## src/rtl/fb_pkg.sv

```systemverilog
// Shared types and constants for the frame-buffer scan reader: FSM states, bus widths
// and the SRAM-word-to-colour mapping.
package fb_pkg;

    localparam int unsigned ADDR_W  = 18;
    localparam int unsigned DATA_W  = 16;
    localparam int unsigned COLOR_W = 10;
    localparam int unsigned COORD_W = 10;
    localparam int unsigned NIB_W   = 4;

    // Bit positions of the 4-bit colour nibbles inside a 16-bit SRAM pixel word
    localparam int unsigned RED_LSB   = 12;
    localparam int unsigned GREEN_LSB = 8;
    localparam int unsigned BLUE_LSB  = 4;

    localparam logic [COLOR_W-1:0] COLOR_BLACK = '0;

    typedef enum logic [1:0] {
        ST_SCAN     = 2'd0,
        ST_HANDOFF  = 2'd1,
        ST_GRANT    = 2'd2,
        ST_RECLAIM  = 2'd3
    } fb_state_t;

    // Expand a 4-bit nibble to the top bits of a colour channel
    function automatic logic [COLOR_W-1:0] nibble_to_color(input logic [NIB_W-1:0] nib);
        return {nib, (COLOR_W-NIB_W)'(0)};
    endfunction

endpackage

```

## src/rtl/fb_sync_edge.sv

```systemverilog
// Registered falling-edge detector for an active-low sync; the pulse is one clock wide.
module fb_sync_edge (
    input  logic clk,
    input  logic rst,
    input  logic sync_n,
    output logic fall
);

    logic sync_q;

    always_ff @(posedge clk or posedge rst) begin
        if (rst) begin
            sync_q <= 1'b1;
            fall   <= 1'b0;
        end else begin
            sync_q <= sync_n;
            fall   <= sync_q & ~sync_n;
        end
    end

endmodule

```

## src/rtl/fb_scan_reader.sv

```systemverilog
// Frame-buffer SRAM scan reader: streams pixels to the VGA path and hands the SRAM bus
// to a writer during sync windows, reclaiming it when the window closes.
module fb_scan_reader
    import fb_pkg::*;
(
    input  logic                iCLK,
    input  logic                iRST,
    input  logic [COORD_W-1:0]  iCoord_X,
    input  logic [COORD_W-1:0]  iCoord_Y,
    input  logic                iH_SYNC_N,
    input  logic                iV_SYNC_N,
    input  logic                iWr_Req,
    input  logic                iWr_En,
    input  logic [ADDR_W-1:0]   iWr_Addr,
    input  logic [DATA_W-1:0]   iWr_Data,
    output logic                oWr_Gnt,
    output logic                oWr_Abort,
    output logic [DATA_W-1:0]   oWr_Rd_Data,
    output logic [ADDR_W-1:0]   oSRAM_ADDR,
    output logic                oSRAM_WE_N,
    output logic [DATA_W-1:0]   oSRAM_DQ,
    output logic                oSRAM_DQ_OE,
    input  logic [DATA_W-1:0]   iSRAM_DQ,
    output logic [COLOR_W-1:0]  oRed,
    output logic [COLOR_W-1:0]  oGreen,
    output logic [COLOR_W-1:0]  oBlue,
    output logic [15:0]         oFrame_Cnt
);

    fb_state_t state, next_state;

    logic               sync_window;
    logic               wr_txn;
    logic               scan_q;
    logic               rd_pending;
    logic               v_fall;
    logic [ADDR_W-1:0]  addr_d;
    logic               we_n_d;
    logic [DATA_W-1:0]  dq_d;
    logic               oe_d;
    logic               unused_bits;

    assign sync_window = ~iH_SYNC_N | ~iV_SYNC_N;
    assign wr_txn      = (state == ST_GRANT) & iWr_Req;
    assign unused_bits = ^{iCoord_X[0], iCoord_Y[0], iSRAM_DQ[BLUE_LSB-1:0]};

    always_ff @(posedge iCLK or posedge iRST) begin
        if (iRST) state <= ST_SCAN;
        else      state <= next_state;
    end

    // Writer only gets the bus if its request is up while the window is open
    always_comb begin
        next_state = state;
        case (state)
            ST_SCAN:    if (sync_window && iWr_Req) next_state = ST_HANDOFF;
            ST_HANDOFF: next_state = sync_window ? ST_GRANT : ST_RECLAIM;
            ST_GRANT:   if (!sync_window) next_state = ST_RECLAIM;
            ST_RECLAIM: next_state = ST_SCAN;
            default:    next_state = ST_SCAN;
        endcase
    end

    // Next SRAM bus value; HANDOFF/RECLAIM and idle GRANT keep the bus released
    always_comb begin
        addr_d = oSRAM_ADDR;
        we_n_d = 1'b1;
        dq_d   = oSRAM_DQ;
        oe_d   = 1'b0;
        if (state == ST_SCAN) begin
            addr_d = {iCoord_X[COORD_W-1:1], iCoord_Y[COORD_W-1:1]};
        end else if (wr_txn) begin
            addr_d = iWr_Addr;
            we_n_d = ~iWr_En;
            dq_d   = iWr_Data;
            oe_d   = iWr_En;
        end
    end

    always_ff @(posedge iCLK or posedge iRST) begin
        if (iRST) begin
            oSRAM_ADDR  <= '0;
            oSRAM_WE_N  <= 1'b1;
            oSRAM_DQ    <= '0;
            oSRAM_DQ_OE <= 1'b0;
        end else begin
            oSRAM_ADDR  <= addr_d;
            oSRAM_WE_N  <= we_n_d;
            oSRAM_DQ    <= dq_d;
            oSRAM_DQ_OE <= oe_d;
        end
    end

    // scan_q marks that the word now on iSRAM_DQ came from a scan address
    always_ff @(posedge iCLK or posedge iRST) begin
        if (iRST) begin
            scan_q <= 1'b0;
            oRed   <= COLOR_BLACK;
            oGreen <= COLOR_BLACK;
            oBlue  <= COLOR_BLACK;
        end else begin
            scan_q <= (state == ST_SCAN);
            if (state == ST_SCAN && next_state == ST_SCAN && scan_q) begin
                oRed   <= nibble_to_color(iSRAM_DQ[RED_LSB   +: NIB_W]);
                oGreen <= nibble_to_color(iSRAM_DQ[GREEN_LSB +: NIB_W]);
                oBlue  <= nibble_to_color(iSRAM_DQ[BLUE_LSB  +: NIB_W]);
            end else begin
                oRed   <= COLOR_BLACK;
                oGreen <= COLOR_BLACK;
                oBlue  <= COLOR_BLACK;
            end
        end
    end

    always_ff @(posedge iCLK or posedge iRST) begin
        if (iRST) begin
            oWr_Gnt     <= 1'b0;
            oWr_Abort   <= 1'b0;
            rd_pending  <= 1'b0;
            oWr_Rd_Data <= '0;
        end else begin
            oWr_Gnt    <= (next_state == ST_GRANT);
            oWr_Abort  <= (state == ST_GRANT) && (next_state == ST_RECLAIM) && iWr_Req;
            rd_pending <= wr_txn & ~iWr_En;
            if (rd_pending) oWr_Rd_Data <= iSRAM_DQ;
        end
    end

    fb_sync_edge u_vsync_edge (
        .clk    (iCLK),
        .rst    (iRST),
        .sync_n (iV_SYNC_N),
        .fall   (v_fall)
    );

    always_ff @(posedge iCLK or posedge iRST) begin
        if (iRST)        oFrame_Cnt <= '0;
        else if (v_fall) oFrame_Cnt <= oFrame_Cnt + 16'd1;
    end

endmodule

```

## config.mk

```make
export PLATFORM = sky130hd
export DESIGN_NAME = fb_scan_reader
export DESIGN_NICKNAME = d
export VERILOG_FILES = /design/src/rtl/fb_pkg.sv /design/src/rtl/fb_sync_edge.sv /design/src/rtl/fb_scan_reader.sv
export SDC_FILE = /design/constraint.sdc
export NUM_CORES = 1
export LEC_CHECK = 0
export ABC_AREA = 1
export ABC_CLOCK_PERIOD_IN_PS = 3400
export CORE_ASPECT_RATIO = 0.5
export CORE_MARGIN = 4
export CORE_UTILIZATION = 30
export CTS_CLUSTER_SIZE = 12
export DETAILED_ROUTE_END_ITERATION = 12
export SYNTH_ARGS = -nofsm -noshare
export SYNTH_HDL_FRONTEND = slang
export SYNTH_SLANG_ARGS = --single-unit
```

## constraint.sdc

```tcl
create_clock -name iCLK -period 3.4 [get_ports iCLK]
set_clock_uncertainty 0.1 [all_clocks]
set_input_delay 0.34 -clock iCLK [delete_from_list [all_inputs] [get_ports iCLK]]
set_output_delay 0.34 -clock iCLK [all_outputs]
set_load 0.03 [all_outputs]
```

==> flow_summary.ini, run 1 <==
[power]
combPwrFrac_pct = 45.9
p_int_uw = 3172
peakVddDrop_mv = 0.3589
power_frac_clock_pct = 22.6
design_power_total_uw = 5282
swShare_pct = 39.95
p_switching_uw = 2110
power.leakage_uw = 0.002641
p_seq_share_pct = 31.5
p_per_area_nw_per_um2 = 924.1

[die]
fp.dieH_um = 86.61
die_area_um2 = 14310
io_pins = 176
start_util_pct = 31.03
core_area_um2 = 11950
die_width_um = 165.2
rows = 28

[logic_synthesis]
synthSimpleGateAreaFrac_pct = 21.09
syn_area_um2 = 3707
synth_cell_type_count = 24
ys_warn_count = 0
ys_seq_area_share_pct = 59.47
ys_seq_elements = 88
synth_compound_gate_area_share_pct = 4.995
avgSynthCellArea_um2 = 9.199
synth_top_family_by_area = simple AND/OR/NAND/NOR gates
synth_adder_area_share_pct = 1.350
yosys-mux-area-fraction_pct = 1.519
netlist_instances = 403
synth_xor_xnor_area_share_pct = 2.362

[setup_path]
endpoint = oSRAM_ADDR[14]$_DFFE_PP0P_
timing.rr.start = state[0]$_DFF_PP0_
crit_start = state[0]$_DFF_PP0_
critPathArrivalTime_ps = 2080
critPathLaunchType = flop
crit_path_end_kind = flop
reg2reg_to = oSRAM_ADDR[14]$_DFFE_PP0P_
crit_fanout = 36
ff2ff_setup_slack_ps = 1400
worstPathRequired_ps = 3470
worstSetupPathType = reg -> reg
r2r_cells = 6

[finish]
final_cell_mix = 155 x clkdlybuf4s50_1, 120 x nand2_1, 86 x dfrtp_1
final_cell_area_um2 = 5715
final_cells = 730
nets = 640
multiInputGateArea_um2 = 1229
drive_gt1_share_pct = 5.841
regArea_um2 = 2205
diodes = 0
layout.cells.most_common = clkdlybuf4s50_1
n_fill_cell = 1174
syn2layout_area_growth_pct = 54.17

[global_routing]
grt_remaining_overflow = 0
grt_usage_pct = 13.90
antenna_found_initial = 0
grt_pass1_vias = 2968
grt_max_degree = 42
grt_pass1_wl_um = 15720

[placed_design]
placed_area_um2 = 5354
portBuffers = 155
place_inst = 714
gp_congestion = 0.7373
dp.final_hpwl_um = 7348

[timing]
max_slew.worst_pin.slew_ps = 892.2
relSlewSlack_pct = 40.52
setup_viol = 0
slew_viol_final = 0
post-route-min-period_ps = 2000
grt_setup_unrepaired = false
fin_setup_tns_ps = 0
finalCritPeriodShare_pct = 58.84
clock.fmax_ghz = 0.4999
hold_viol = 0

[clock_network]
ctsLongestPathBuffers = 2
cts_resized = 0
clockRootBuffer = clkbuf_16
clk_latency_ps = 330
htree_num_levels = 3
clock_sinks = 88
holdBufCountCts = 0
numCtsBuffers = 9
postCtsSetupRepairBufs = 0
clk_pin_slew_worst_paths_ps = 60
cts_tree = built

[detailed_routing]
first_pass_iters = 4
avgViaCountPerCell = 4.205
postRouteAntennaNets = 0
drt-initial-drc-count = 148
wl_um = 9849
vias = 3070
drc_errors = 0
post_drt_wl_per_cell_um = 13.49

[flow_run]
cap_violations = 0

[outcome]
status = finished clean

[min_path]
hp-class = in -> async
cells by family (layout without fill, tap and decap cells):
group	count (synthesis)	after routing
and+or+nand+nor	199	199
DFF	88	88
buffers and inverters	64	209
AOI/OAI and AO/OA	32	32
xor gates and xnor gates	10	10
muxes	5	5
adders and majority gates	4	4
other	1	18
power groups by stage:
| stage | combinational, uW | sequential (uW) | clock [uW] |
|---|---|---|---|
| floorplan | 787 | 2360 | 0 |
| global placement | 2440 | 1670 | 0 |
| detailed placement | 2460 | 1680 | 0 |
| CTS | 2460 | 1670 | 1230 |
| global route | 2610 | 1720 | 1270 |
| finish | 2420 | 1660 | 1190 |
worst max-delay path, stage by stage, from the launching register on:
cell and delay [ps]:
dfrtp_1 370, inv_1 80, ha_1 220, inv_2 310, nand2_2 460, nor2_1 240, a31oi_1 60
Yosys cell counts:
library cell / instances / area [um^2]
nand2_2: 2 / 12.51
inv_1: 31 / 116.4
xor2_1: 7 / 61.31
a21oi_1: 12 / 60.06
buf_2: 9 / 45.04
nor2_1: 59 / 221.5
dfstp_2: 2 / 52.55
buf_4: 19 / 142.6
o211ai_1: 1 / 7.510
dfrtp_1: 86 / 2152
nand4_1: 4 / 25.02
nor2_2: 2 / 12.51
nor3_1: 2 / 10.01
ha_1: 4 / 50.05
inv_2: 2 / 7.510
buf_1: 1 / 3.750
buf_6: 2 / 22.52
mux2_2: 5 / 56.30
nand2_1: 120 / 450.4
a31oi_1: 18 / 112.6
o21ai_0: 1 / 5.000
nand3_1: 10 / 50.05
conb_1: 1 / 3.750
xnor2_1: 3 / 26.28
worst min path at each step:
stage | startpoint | to | slack (ps) | depth (start not counted)
floorplan | iV_SYNC_N | u_vsync_edge.sync_q$_DFF_PP1_ | 240 | 0
global placement | u_vsync_edge.sync_q$_DFF_PP1_ | u_vsync_edge.fall$_DFF_PP0_ | 350 | 2
detailed placement | u_vsync_edge.sync_q$_DFF_PP1_ | u_vsync_edge.fall$_DFF_PP0_ | 350 | 2
CTS | iRST | oSRAM_DQ[1]$_DFFE_PP0P_ | 350 | 2
global route | u_vsync_edge.sync_q$_DFF_PP1_ | u_vsync_edge.fall$_DFF_PP0_ | 380 | 2
finish | iRST | oSRAM_DQ[1]$_DFFE_PP0P_ | 330 | 2
through the flow:
| step | hold WS [ps] | setup WS (ps) | util, % |
|---|---|---|---|
| after detailed placement | 348.3 | 1352 | 44.82 |
| after CTS | 352.0 | 1350 | 47.84 |
| after global routing | 383.2 | 1201 | 47.84 |
| after global placement | 348.5 | 1392 | 44.82 |
| final | 332.0 | 1400 | 47.84 |
| after floorplan | 244.5 | 684.8 | - |
layer usage:
metal / vias up / global-route usage [%] / part of all wire, %
met5: - / 0 / 0
met2: 73 / 24.85 / 52
met4: 0 / 3.472 / 1.2
met3: 13 / 2.660 / 3.8
met1: 1451 / 17.44 / 43
li1: 1533 / - / -
flip-flops by register name, summed over array words and instances, names as in the netlist:
| name | flops |
|---|---|
| oSRAM_DQ | 16 |
| state | 2 |
| u_vsync_edge.fall | 1 |
| oFrame_Cnt | 16 |
| oWr_Gnt | 1 |
| oWr_Rd_Data | 16 |
| scan_q | 1 |
| oSRAM_ADDR | 18 |
| oBlue | 4 |
| oWr_Abort | 1 |
| oSRAM_DQ_OE | 1 |
| oSRAM_WE_N | 1 |
| oRed | 4 |
| rd_pending | 1 |
| u_vsync_edge.sync_q | 1 |
| oGreen | 4 |
area by class of cell:
class	instances	area share (%)
multi-input cells	268	21.50
well taps	165	3.612
clock inverters	5	2.255
flip-flops and latches	88	38.57
inverters	33	2.189
clock buffers	11	4.072
repair buffers	160	27.80
(Power assumes the default switching activity.)
==> run 2, diff against run 1 <==
--- a/config.mk
+++ b/config.mk
@@ -6,7 +6,7 @@
 export NUM_CORES = 1
 export LEC_CHECK = 0
 export ABC_AREA = 1
-export ABC_CLOCK_PERIOD_IN_PS = 3400
+export ABC_CLOCK_PERIOD_IN_PS = 1650
 export CORE_ASPECT_RATIO = 0.5
 export CORE_MARGIN = 4
 export CORE_UTILIZATION = 30
==> constraint.sdc (replaced) <==
create_clock -name iCLK -period 1.65 [get_ports iCLK]
set_clock_uncertainty 0.1 [all_clocks]
set_input_delay 0.165 -clock iCLK [delete_from_list [all_inputs] [get_ports iCLK]]
set_output_delay 0.165 -clock iCLK [all_outputs]
set_load 0.03 [all_outputs]
==> flow_summary.ini, run 2 (synthesis gave the netlist of run 1 again) <==
[setup_path]
crit_path_end_kind = primary output
slowest_stage = clkdlybuf4s50_1
crit_buf_inv = 1
crit_family = buffers and inverters
worstSetupPathType = reg -> out
crit_fanout = 1
cp_cell_sequence = clkdlybuf4s50_1
critPathLaunchType = flop
worstPathRequired_ps = 1380
max_stage_delay_ps = 700
critPathArrivalTime_ps = 1350

[clock_network]
cts_tree = built
clk_pin_slew_worst_paths_ps = 70
holdBufCountCts = 0
clock_sinks = 88
numCtsBuffers = 9
clk_latency_ps = 330
clockRootBuffer = clkbuf_16
ctsLongestPathBuffers = 2
postCtsSetupRepairBufs = 0
htree_num_levels = 3

[detailed_routing]
drt-initial-drc-count = 120
post_drt_wl_per_cell_um = 13.57
postRouteAntennaNets = 0
drc_errors = 0
vias = 3062
first_pass_iters = 4
wl_um = 10030
avgViaCountPerCell = 4.143

[power]
swShare_pct = 41.81
power.leakage_uw = 0.003231
power_frac_clock_pct = 20.7
p_per_area_nw_per_um2 = 1793
combPwrFrac_pct = 47.1
p_switching_uw = 4403
p_seq_share_pct = 32.1
design_power_total_uw = 10530
p_int_uw = 6129
peakVddDrop_mv = 0.6446

[global_routing]
grt_pass1_vias = 2927
grt_max_degree = 37
antenna_found_initial = 0
grt_pass1_wl_um = 15700
grt_remaining_overflow = 0
grt_usage_pct = 14.00

[finish]
layout.cells.most_common = nand2_1
diodes = 0
syn2layout_area_growth_pct = 58.42
final_core_util_pct = 49.16
largest_register_ffs = 18
final_cell_mix = 120 x nand2_1, 85 x dfrtp_1, 81 x clkdlybuf4s50_1
drive_gt1_share_pct = 8.885
top_register = oSRAM_ADDR
nets = 649

[timing]
holdWs_ps = 75.49
slew_viol_final = 0
post-route-min-period_ps = 1619
setup_viol = 0
finalCritPeriodShare_pct = 98.12
clock.fmax_ghz = 0.6177
fin_ws_ps = 31.06
fin_setup_tns_ps = 0
hold_viol = 0

[die]
fp.dieH_um = 86.61
core_area_um2 = 11950
io_pins = 176
die_area_um2 = 14310
start_util_pct = 31.03
die_width_um = 165.2
rows = 28

[outcome]
status = finished clean

[placed_design]
portBuffers = 155
gp_congestion = 0.7412
pre_cts_ws_ps = 61.17
dp.final_hpwl_um = 7560

[min_path]
hp-class = in -> async

[flow_run]
cap_violations = 0
[run 2: final timing paths]
| path | to | cells after the start | slack [ps] | start |
|---|---|---|---|---|
| max | oGreen[8] | 1 | 30 | oGreen[8]$_DFF_PP0_ |
| min | oSRAM_DQ[9]$_DFFE_PP0P_ | 2 | 80 | iRST |
| max reg2reg | oRed[8]$_DFF_PP0_ | 8 | 110 | state[0]$_DFF_PP0_ |
| min reg2reg | u_vsync_edge.fall$_DFF_PP0_ | 2 | 360 | u_vsync_edge.sync_q$_DFF_PP1_ |
| max in group asynchronous | u_vsync_edge.sync_q$_DFF_PP1_ | 3 | 850 | iRST |
| min in group iCLK | u_vsync_edge.sync_q$_DFF_PP1_ | 1 | 190 | iV_SYNC_N |
[run 2: area by class of cell]
class,instances,area (um^2)
Fill cell,1163,6073
Clock buffer,9,225.2
Tap cell,165,206.4
Sequential cell,88,2206
Inverter,33,127.6
Timing Repair Buffer,169,1770
Clock inverter,7,96.34
Multi-Input combinational cell,268,1241
[run 2: per-stage QoR]
stage / area, um^2 / cells
after global placement: 5454 / 722
after CTS: 5737 / 738
after detailed placement: 5454 / 722
after floorplan: 3775 / 420
final: 5873 / 739
after global routing: 5873 / 739
[run 2: power by group through the flow]
stage	Clock (uW)	Combinational (uW)	Sequential [uW]
5_1_grt	2350	5340	3510
3_3_place_gp	0	5190	3420
3_5_place_dp	0	5240	3450
2_1_floorplan	0	1620	4860
6_report	2180	4960	3390
4_1_cts	2260	5060	3410
[run 2: metal layers]
layer / share of wire (%) / GRT usage, % / vias to the layer above
li1: - / - / 1554
met1: 43 / 17.41 / 1437
met2: 52 / 24.00 / 57
met3: 3.2 / 3.230 / 14
met4: 2.0 / 5.208 / 0
met5: 0 / 0 / -
[run 2: what timing repair did]
action / CTS / global route
pin swaps: 0 / 1
gates cloned: 0 / 1
resized for setup: 31 / 54
setup endpoints to repair: 31 / 63
